**src/rtl/fifo_pkg.sv**
```systemverilog
// Shared defaults, status bundle and pointer-wrap helper for the parametrised sync FIFO.
package fifo_pkg;

  localparam int FIFO_WIDTH_DEF = 16;
  localparam int FIFO_DEPTH_DEF = 8;

  typedef struct packed {
    logic full;
    logic empty;
    logic almostfull;
    logic almostempty;
  } fifo_status_t;

  // Explicit wrap so depths that are not a power of two behave correctly.
  function automatic logic [31:0] ptr_inc(input logic [31:0] ptr, input logic [31:0] depth);
    return (ptr == depth - 32'd1) ? 32'd0 : ptr + 32'd1;
  endfunction

endpackage

```
**src/rtl/fifo_mem.sv**
```systemverilog
// FIFO storage: one write port, one registered read port. Array contents survive reset;
// only the read register is cleared.
module fifo_mem #(
  parameter int  WIDTH = 16,
  parameter int  DEPTH = 8,
  localparam int AW    = $clog2(DEPTH)
) (
  input  logic             clk,
  input  logic             rst,
  input  logic             we,
  input  logic [AW-1:0]    waddr,
  input  logic [WIDTH-1:0] wdata,
  input  logic             re,
  input  logic [AW-1:0]    raddr,
  output logic [WIDTH-1:0] rdata
);

  logic [WIDTH-1:0] mem [DEPTH];

  always_ff @(posedge clk) begin
    if (we) mem[waddr] <= wdata;
  end

  always_ff @(posedge clk) begin
    if (rst)     rdata <= '0;
    else if (re) rdata <= mem[raddr];
  end

endmodule

```
**src/rtl/fifo_sync_param.sv**
```systemverilog
// Parametrised synchronous FIFO with occupancy count and boundary-safe simultaneous access.
// Optional high-water mark (hwm/hwm_clr) is built when FIFO_HWM_EN is defined.
module fifo_sync_param
  import fifo_pkg::*;
#(
  parameter int  FIFO_WIDTH = FIFO_WIDTH_DEF,
  parameter int  FIFO_DEPTH = FIFO_DEPTH_DEF,
  parameter int  AF_THRESH  = FIFO_DEPTH - 1,
  parameter int  AE_THRESH  = 1,
  localparam int CW         = $clog2(FIFO_DEPTH + 1)
) (
  input  logic                  clk,
  input  logic                  rst,
  input  logic [FIFO_WIDTH-1:0] data_in,
  input  logic                  wr_en,
  input  logic                  rd_en,
  output logic [FIFO_WIDTH-1:0] data_out,
  output logic                  wr_ack,
  output logic                  overflow,
  output logic                  underflow,
  output logic                  full,
  output logic                  empty,
  output logic                  almostfull,
  output logic                  almostempty,
  output logic [CW-1:0]         count
`ifdef FIFO_HWM_EN
  ,
  input  logic                  hwm_clr,
  output logic [CW-1:0]         hwm
`endif
);

  localparam int            PW      = $clog2(FIFO_DEPTH);
  localparam logic [CW-1:0] DEPTH_C = CW'(FIFO_DEPTH);
  localparam logic [CW-1:0] AF_C    = CW'(AF_THRESH);
  localparam logic [CW-1:0] AE_C    = CW'(AE_THRESH);

  if (AF_THRESH > FIFO_DEPTH || AE_THRESH >= FIFO_DEPTH) begin : g_param_err
    $error("fifo_sync_param: AF_THRESH must be <= FIFO_DEPTH and AE_THRESH < FIFO_DEPTH");
  end

  logic [PW-1:0] wr_ptr, rd_ptr;
  logic          wr_ok, rd_ok;
  fifo_status_t  status;

  always_comb begin
    status.full        = (count == DEPTH_C);
    status.empty       = (count == '0);
    status.almostfull  = (count == AF_C);
    status.almostempty = (count == AE_C);
  end

  assign full        = status.full;
  assign empty       = status.empty;
  assign almostfull  = status.almostfull;
  assign almostempty = status.almostempty;

  // A read in the same cycle does not free a slot for a write at full, and a write
  // does not supply data for a read at empty.
  assign wr_ok = wr_en & ~status.full  & ~rst;
  assign rd_ok = rd_en & ~status.empty & ~rst;

  always_ff @(posedge clk) begin
    if (rst) begin
      wr_ptr    <= '0;
      rd_ptr    <= '0;
      count     <= '0;
      wr_ack    <= 1'b0;
      overflow  <= 1'b0;
      underflow <= 1'b0;
    end else begin
      if (wr_ok) wr_ptr <= PW'(ptr_inc(32'(wr_ptr), 32'(FIFO_DEPTH)));
      if (rd_ok) rd_ptr <= PW'(ptr_inc(32'(rd_ptr), 32'(FIFO_DEPTH)));
      case ({wr_ok, rd_ok})
        2'b10:   count <= count + CW'(1);
        2'b01:   count <= count - CW'(1);
        default: ;
      endcase
      wr_ack    <= wr_ok;
      overflow  <= wr_en & ~wr_ok;
      underflow <= rd_en & ~rd_ok;
    end
  end

`ifdef FIFO_HWM_EN
  always_ff @(posedge clk) begin
    if (rst)              hwm <= '0;
    else if (hwm_clr)     hwm <= count;
    else if (count > hwm) hwm <= count;
  end
`endif

  fifo_mem #(
    .WIDTH (FIFO_WIDTH),
    .DEPTH (FIFO_DEPTH)
  ) u_mem (
    .clk   (clk),
    .rst   (rst),
    .we    (wr_ok),
    .waddr (wr_ptr),
    .wdata (data_in),
    .re    (rd_ok),
    .raddr (rd_ptr),
    .rdata (data_out)
  );

endmodule
```
**config.mk**
```make
export PLATFORM = sky130hd
export DESIGN_NAME = fifo_sync_param
export DESIGN_NICKNAME = d
export VERILOG_FILES = /design/src/rtl/fifo_pkg.sv /design/src/rtl/fifo_mem.sv /design/src/rtl/fifo_sync_param.sv
export SDC_FILE = /design/constraint.sdc
export NUM_CORES = 1
export LEC_CHECK = 0
export ABC_AREA = 1
export CORE_UTILIZATION = 62
export DETAILED_ROUTE_END_ITERATION = 10
export GPL_TIMING_DRIVEN = 0
export HOLD_SLACK_MARGIN = 0.02
export PLACE_DENSITY = 0.89
export RECOVER_POWER = 25
export SYNTH_ARGS = -nofsm -noshare
export SYNTH_HDL_FRONTEND = slang
export SYNTH_SLANG_ARGS = --single-unit
export TNS_END_PERCENT = 30
```
**constraint.sdc**
```tcl
create_clock -name clk -period 4.85 [get_ports clk]
set_input_delay 0.485 -clock clk [delete_from_list [all_inputs] [get_ports clk]]
set_output_delay 0.485 -clock clk [all_outputs]
set_load 0.05 [all_outputs]
```
==> metrics.cfg, run 1 <==
[status]
status=finished, violations left
violations=design-rule violations

[cells_and_area]
fillCellCount=604
post-route-util=0.767
antennaDiodeCount=0
nets=758
area_growth_pct=19.8
final_area_sq_um=7920
drive_gt1_frac=0.0996

[critical_path]
cp.arrival_ps=2260
crit_type=flop to output port
critPathMaxFanout=5
required_ps=4370
end_kind=output port
cp-start-kind=flop

[route]
drc=1
wire_per_inst_um=19.8
routed-via-count=5092
drtAntennaViolNets=0
routed_wl_mm=17.4
via_per_inst=5.79
drtIter0Drc=581
firstDrtPassIters=9

[synth]
yosys-top-cells-area=edfxtp_1, nand2_1, dfxtp_1
synth_cell_type_count=25
ys_seq_area_frac=0.669
yosys.area.top_type=edfxtp_1
synthTopCellsByCount=nand2_1, edfxtp_1, inv_1, nand3_1, dfxtp_1
synth_edf_count=128
avgSynthCellArea_sq_um=10.0
synth_most_common_cell=nand2_1
synth_top_area_share=0.581
yosys_warnings=0
synthesis.instances=659
synth_ff_type=edfxtp_1
synth_area_sq_um=6610
ys_ff_latch=157
synthArstFlopShare=0
synth.net_count=687

[floorplanning]
ioPinCount=47
die-area_sq_um=11100
fp-row-count=37
core_sq_um=10300
start_util=0.640
die_x_um=105
die_h_um=105

[power_and_ir_drop]
p_seq_frac=0.460
powerDensity_nw_per_um2=418
leakagePower_nw=3.42
power_w=0.00331
share_comb_of_total_power=0.147
p_clk_frac=0.392
peakVddDrop_mv=0.307
p_switching_w=0.000882
internal_power_w=0.00243
switching_share=0.266

[timing]
min_period_over_period=0.566
fin_setup_tns_ps=0
slew_headroom=0.275
period_needed_ps=2740
setup_viol=0
timing.fmax_mhz=365
rsz0062_at_grt=false
max_slew.worst_pin.slew_ps=1090
finalMaxSlewViolations=0
timing_hold_violations_final=0
fin_skew_ps=6.72

[cts]
cts_resized=0
h-tree-depth=4
cts_root_buffer=clkbuf_8
cts_tree=done
cts_buffers=17
clkTransAtPathRegs_ps=60
holdBufCountCts=0
cts_setup_buffers=0
clock_latency_ps=550
clkSinkCount=157
clock_path_buffers=2

[placement]
place_area_sq_um=7350
port_buffers=46
detailedPlacementHpwl_mm=10.6
place.gp.congestion=0.867

[min_path]
min_path_type=flop to flop

[global_route]
grt_max_degree=17
grt_util_all_layers=0.329
grt_pass1_wl_mm=26.6
grt_pass1_vias=5274
gr-total-overflow=0
antenna_found_initial=0

[flow_run]
cap_violations=0

-- worst paths after layout --
kind / cells after the start / end / slack, ps / startpoint
setup / recovery: 5 / full / 2110 / count[0]
hold / removal: 2 / u_mem.rdata[5] / 450 / u_mem.rdata[5]
hold reg to reg: 2 / u_mem.rdata[5] / 450 / u_mem.rdata[5]
setup reg to reg: 6 / u_mem.mem[0][11] / 2310 / count[0]
-- kinds of logic (layout without fill, tap and decap cells) --
group | count (synthesis) | after routing | share of synthesized area
adder cells (fa/ha/maj) | 8 | 8 | 0.0151
flip-flops | 157 | 157 | 0.669
buffers and inverters | 146 | 230 | 0.0903
XOR/XNOR | 1 | 1 | 0.00133
AND/OR/NAND/NOR | 334 | 334 | 0.214
AO/OA/AOI/OAI | 13 | 13 | 0.00984
-- cell usage in the layout (no fill, tap or decap), types with 3 or more instances in the layout --
cell | Yosys | final
o21ai_0 | 6 | 6
nand3_1 | 100 | 100
buf_2 | 16 | 16
clkdlybuf4s50_1 | 0 | 36
inv_2 | 5 | 5
a21oi_1 | 5 | 5
dfxtp_1 | 29 | 29
nor2_2 | 0 | 8
nor2_1 | 17 | 9
nand2_1 | 206 | 206
clkbuf_1 | 4 | 8
inv_1 | 112 | 112
edfxtp_1 | 128 | 128
buf_4 | 5 | 5
nor3_1 | 3 | 3
dlygate4sd3_1 | 0 | 10
ha_1 | 8 | 8
clkbuf_8 | 0 | 5
clkbuf_16 | 0 | 16
nand3_2 | 3 | 3
buf_8 | 0 | 5
-- registers in the layout (all words and copies together), names as in the netlist --
name         count
count            4
overflow         1
rd_ptr           3
u_mem.mem      128
u_mem.rdata     16
underflow        1
wr_ack           1
wr_ptr           3
-- layer usage --
metal / vias up / GRT usage / routed length, um
met5: - / 0 / 0
met3: 93 / 0.0656 / 1750
met4: 0 / 0.203 / 916
li1: 2258 / - / -
met1: 2385 / 0.383 / 6080
met2: 356 / 0.562 / 8660
-- final cells by class --
cell class	count	area (sq um)	share of cell area
flip-flops and latches	157	4420	0.559
multi-input cells	356	1610	0.203
repair buffers	52	547	0.0690
clock buffers	25	484	0.0611
inverters	119	449	0.0567
well taps	136	170	0.0215
plain buffers	27	148	0.0186
clock inverters	7	88.8	0.0112
-- through the flow --
stage,hold slack [ps],setup WS [ps],cells
global placement,437,1590,841
finish,447,2110,879
floorplan,476,2240,659
CTS,452,2120,879
global route,477,2050,879
detailed placement,440,2010,847
-- power groups by stage --
stage | Sequential [W] | Clock, W | Combinational, W
3_5_place_dp | 0.00155 | 0 | 0.000471
5_1_grt | 0.00153 | 0.00135 | 0.000516
3_3_place_gp | 0.00155 | 0 | 0.000445
2_1_floorplan | 0.00162 | 0 | 0.000224
6_report | 0.00152 | 0.00130 | 0.000488
4_1_cts | 0.00152 | 0.00129 | 0.000481
-- critical path, stage by stage, from the launching register on --
cell	delay, ps
dfxtp_1	350
inv_1	110
ha_1	240
nand3_2	130
inv_1	80
clkdlybuf4s50_1	800
Note: power is estimated with default switching activity, not from simulation.
==> run 2: changes to the inputs <==
- CORE_UTILIZATION: 62 -> 53
- PLACE_DENSITY: 0.89 -> 0.81
- clock period: 4.85 -> 2.35 ns (I/O delays scaled with it)
==> metrics.cfg, run 2 (synthesized netlist as in run 1, its figures left out) <==
[status]
status=finished, final reports clean

[cts]
clock_latency_ps=440
clkTransAtPathRegs_ps=70
cts_root_buffer=clkbuf_16
holdBufCountCts=0
cts_buffers=17
h-tree-depth=4
clock_path_buffers=2
clkSinkCount=157
cts_tree=done

[timing]
finalMaxSlewViolations=0
period_needed_ps=2260
fin_setup_tns_ps=0
rsz0062_at_grt=false
slew_headroom=0.526
timing_hold_violations_final=0
setup_viol=0
timing.fmax_mhz=443
min_period_over_period=0.961
max_slew.worst_pin.slew_ps=711
fin_skew_ps=7.39
timing.hold.ws_ps=357

[floorplanning]
ioPinCount=47
core_sq_um=12100
fp-row-count=40
die_x_um=114
die-area_sq_um=12900
start_util=0.548
die_h_um=114

[placement]
dp_cells=877
place.gp.congestion=0.837
place_area_sq_um=7380
detailedPlacementHpwl_mm=9.79
port_buffers=46

[power_and_ir_drop]
peakVddDrop_mv=0.601
power_w=0.00684
leakagePower_nw=3.45
powerDensity_nw_per_um2=854

[cells_and_area]
fillCellCount=832
final_cell_mix=nand2_1, edfxtp_1, inv_1
largest_register=u_mem.mem
area_growth_pct=21.2
drive_gt1_frac=0.107
largest_reg_flops=128
reg_top3=u_mem.mem (128), u_mem.rdata (16), count (4)
final_area_sq_um=8010
fin_cells=910
final_common_cell=nand2_1
nets=756

[flow_run]
cap_violations=0

[critical_path]
end_kind=output port
cpMaxStageDelayCell=clkdlybuf4s50_1
cp_cell_sequence=ha_1, inv_1, nor3_1, clkdlybuf4s50_1
cp-start-kind=flop
cp_slowest_stage_delay_ps=830
cp_top_family=buffers and inverters
critPathMaxFanout=5
crit_type=flop to output port
required_ps=2120
cp_num_buf_inv=2
cp.arrival_ps=2020

[global_route]
grt_pass1_wl_mm=24.3
grt_pass1_vias=4672
gr-total-overflow=0
grt_max_degree=17
grt_util_all_layers=0.261
antenna_found_initial=1

[route]
wire_per_inst_um=17.6
via_per_inst=5.41
routed_wl_mm=16.0
drc=0
drtIter0Drc=763
firstDrtPassIters=6
drtAntennaViolNets=0
routed-via-count=4927

[min_path]
min_path_type=input port to flop

==> run 2: final cells by class <==
| class | instances | area (sq um) | area share |
|---|---|---|---|
| Sequential cell | 157 | 4420 | 0.552 |
| Inverter | 119 | 452 | 0.0564 |
| Timing Repair Buffer | 51 | 541 | 0.0675 |
| Multi-Input combinational cell | 356 | 1650 | 0.206 |
| Clock inverter | 13 | 114 | 0.0142 |
| Buffer | 26 | 143 | 0.0178 |
| Clock buffer | 19 | 475 | 0.0594 |
| Antenna cell | 1 | 2.50 | 0.000312 |
| Tap cell | 168 | 210 | 0.0262 |
==> run 2: worst paths after layout <==
| kind | start | endpoint | slack, ps | cells after the start |
|---|---|---|---|---|
| setup / recovery | count[0] | almostfull | 90 | 4 |
| hold / removal | wr_en | overflow | 360 | 3 |
| setup reg to reg | count[0] | u_mem.mem[2][9] | 150 | 6 |
| hold reg to reg | u_mem.rdata[5] | u_mem.rdata[5] | 450 | 2 |
==> run 2: worst register-to-register path, delay by kind of cell (launching register included) <==
| family | cells | cell delay, ps |
|---|---|---|
| buffers and inverters | 1 | 110 |
| adders and majority gates | 1 | 260 |
| and+or+nand+nor | 4 | 1060 |
| DFF | 1 | 410 |
==> run 2: metal layers <==
metal / GRT usage / part of all wire
met4: 0.130 / 0.028
met2: 0.435 / 0.50
met3: 0.0685 / 0.11
met1: 0.314 / 0.36
met5: 0 / 0
==> run 2: repair_timing <==
action                     4_1_cts  5_1_grt
pin swaps                        0        1
buffers inserted                 0        1
resized for setup                4        7
setup endpoints to repair       25       93
==> run 2: stage by stage <==
stage	util	worst slack, ps
2_1_floorplan	-	-207
3_3_place_gp	0.606	-750
3_5_place_dp	0.612	-420
4_1_cts	0.661	16.6
5_1_grt	0.664	0.571
6_report	0.664	91.9
==> run 2: power breakdown <==
group          internal (W)  total, W  switching [W]
sequential          0.00309   0.00314      0.0000451
combinational      0.000296  0.000990       0.000695
clock               0.00151   0.00271        0.00120
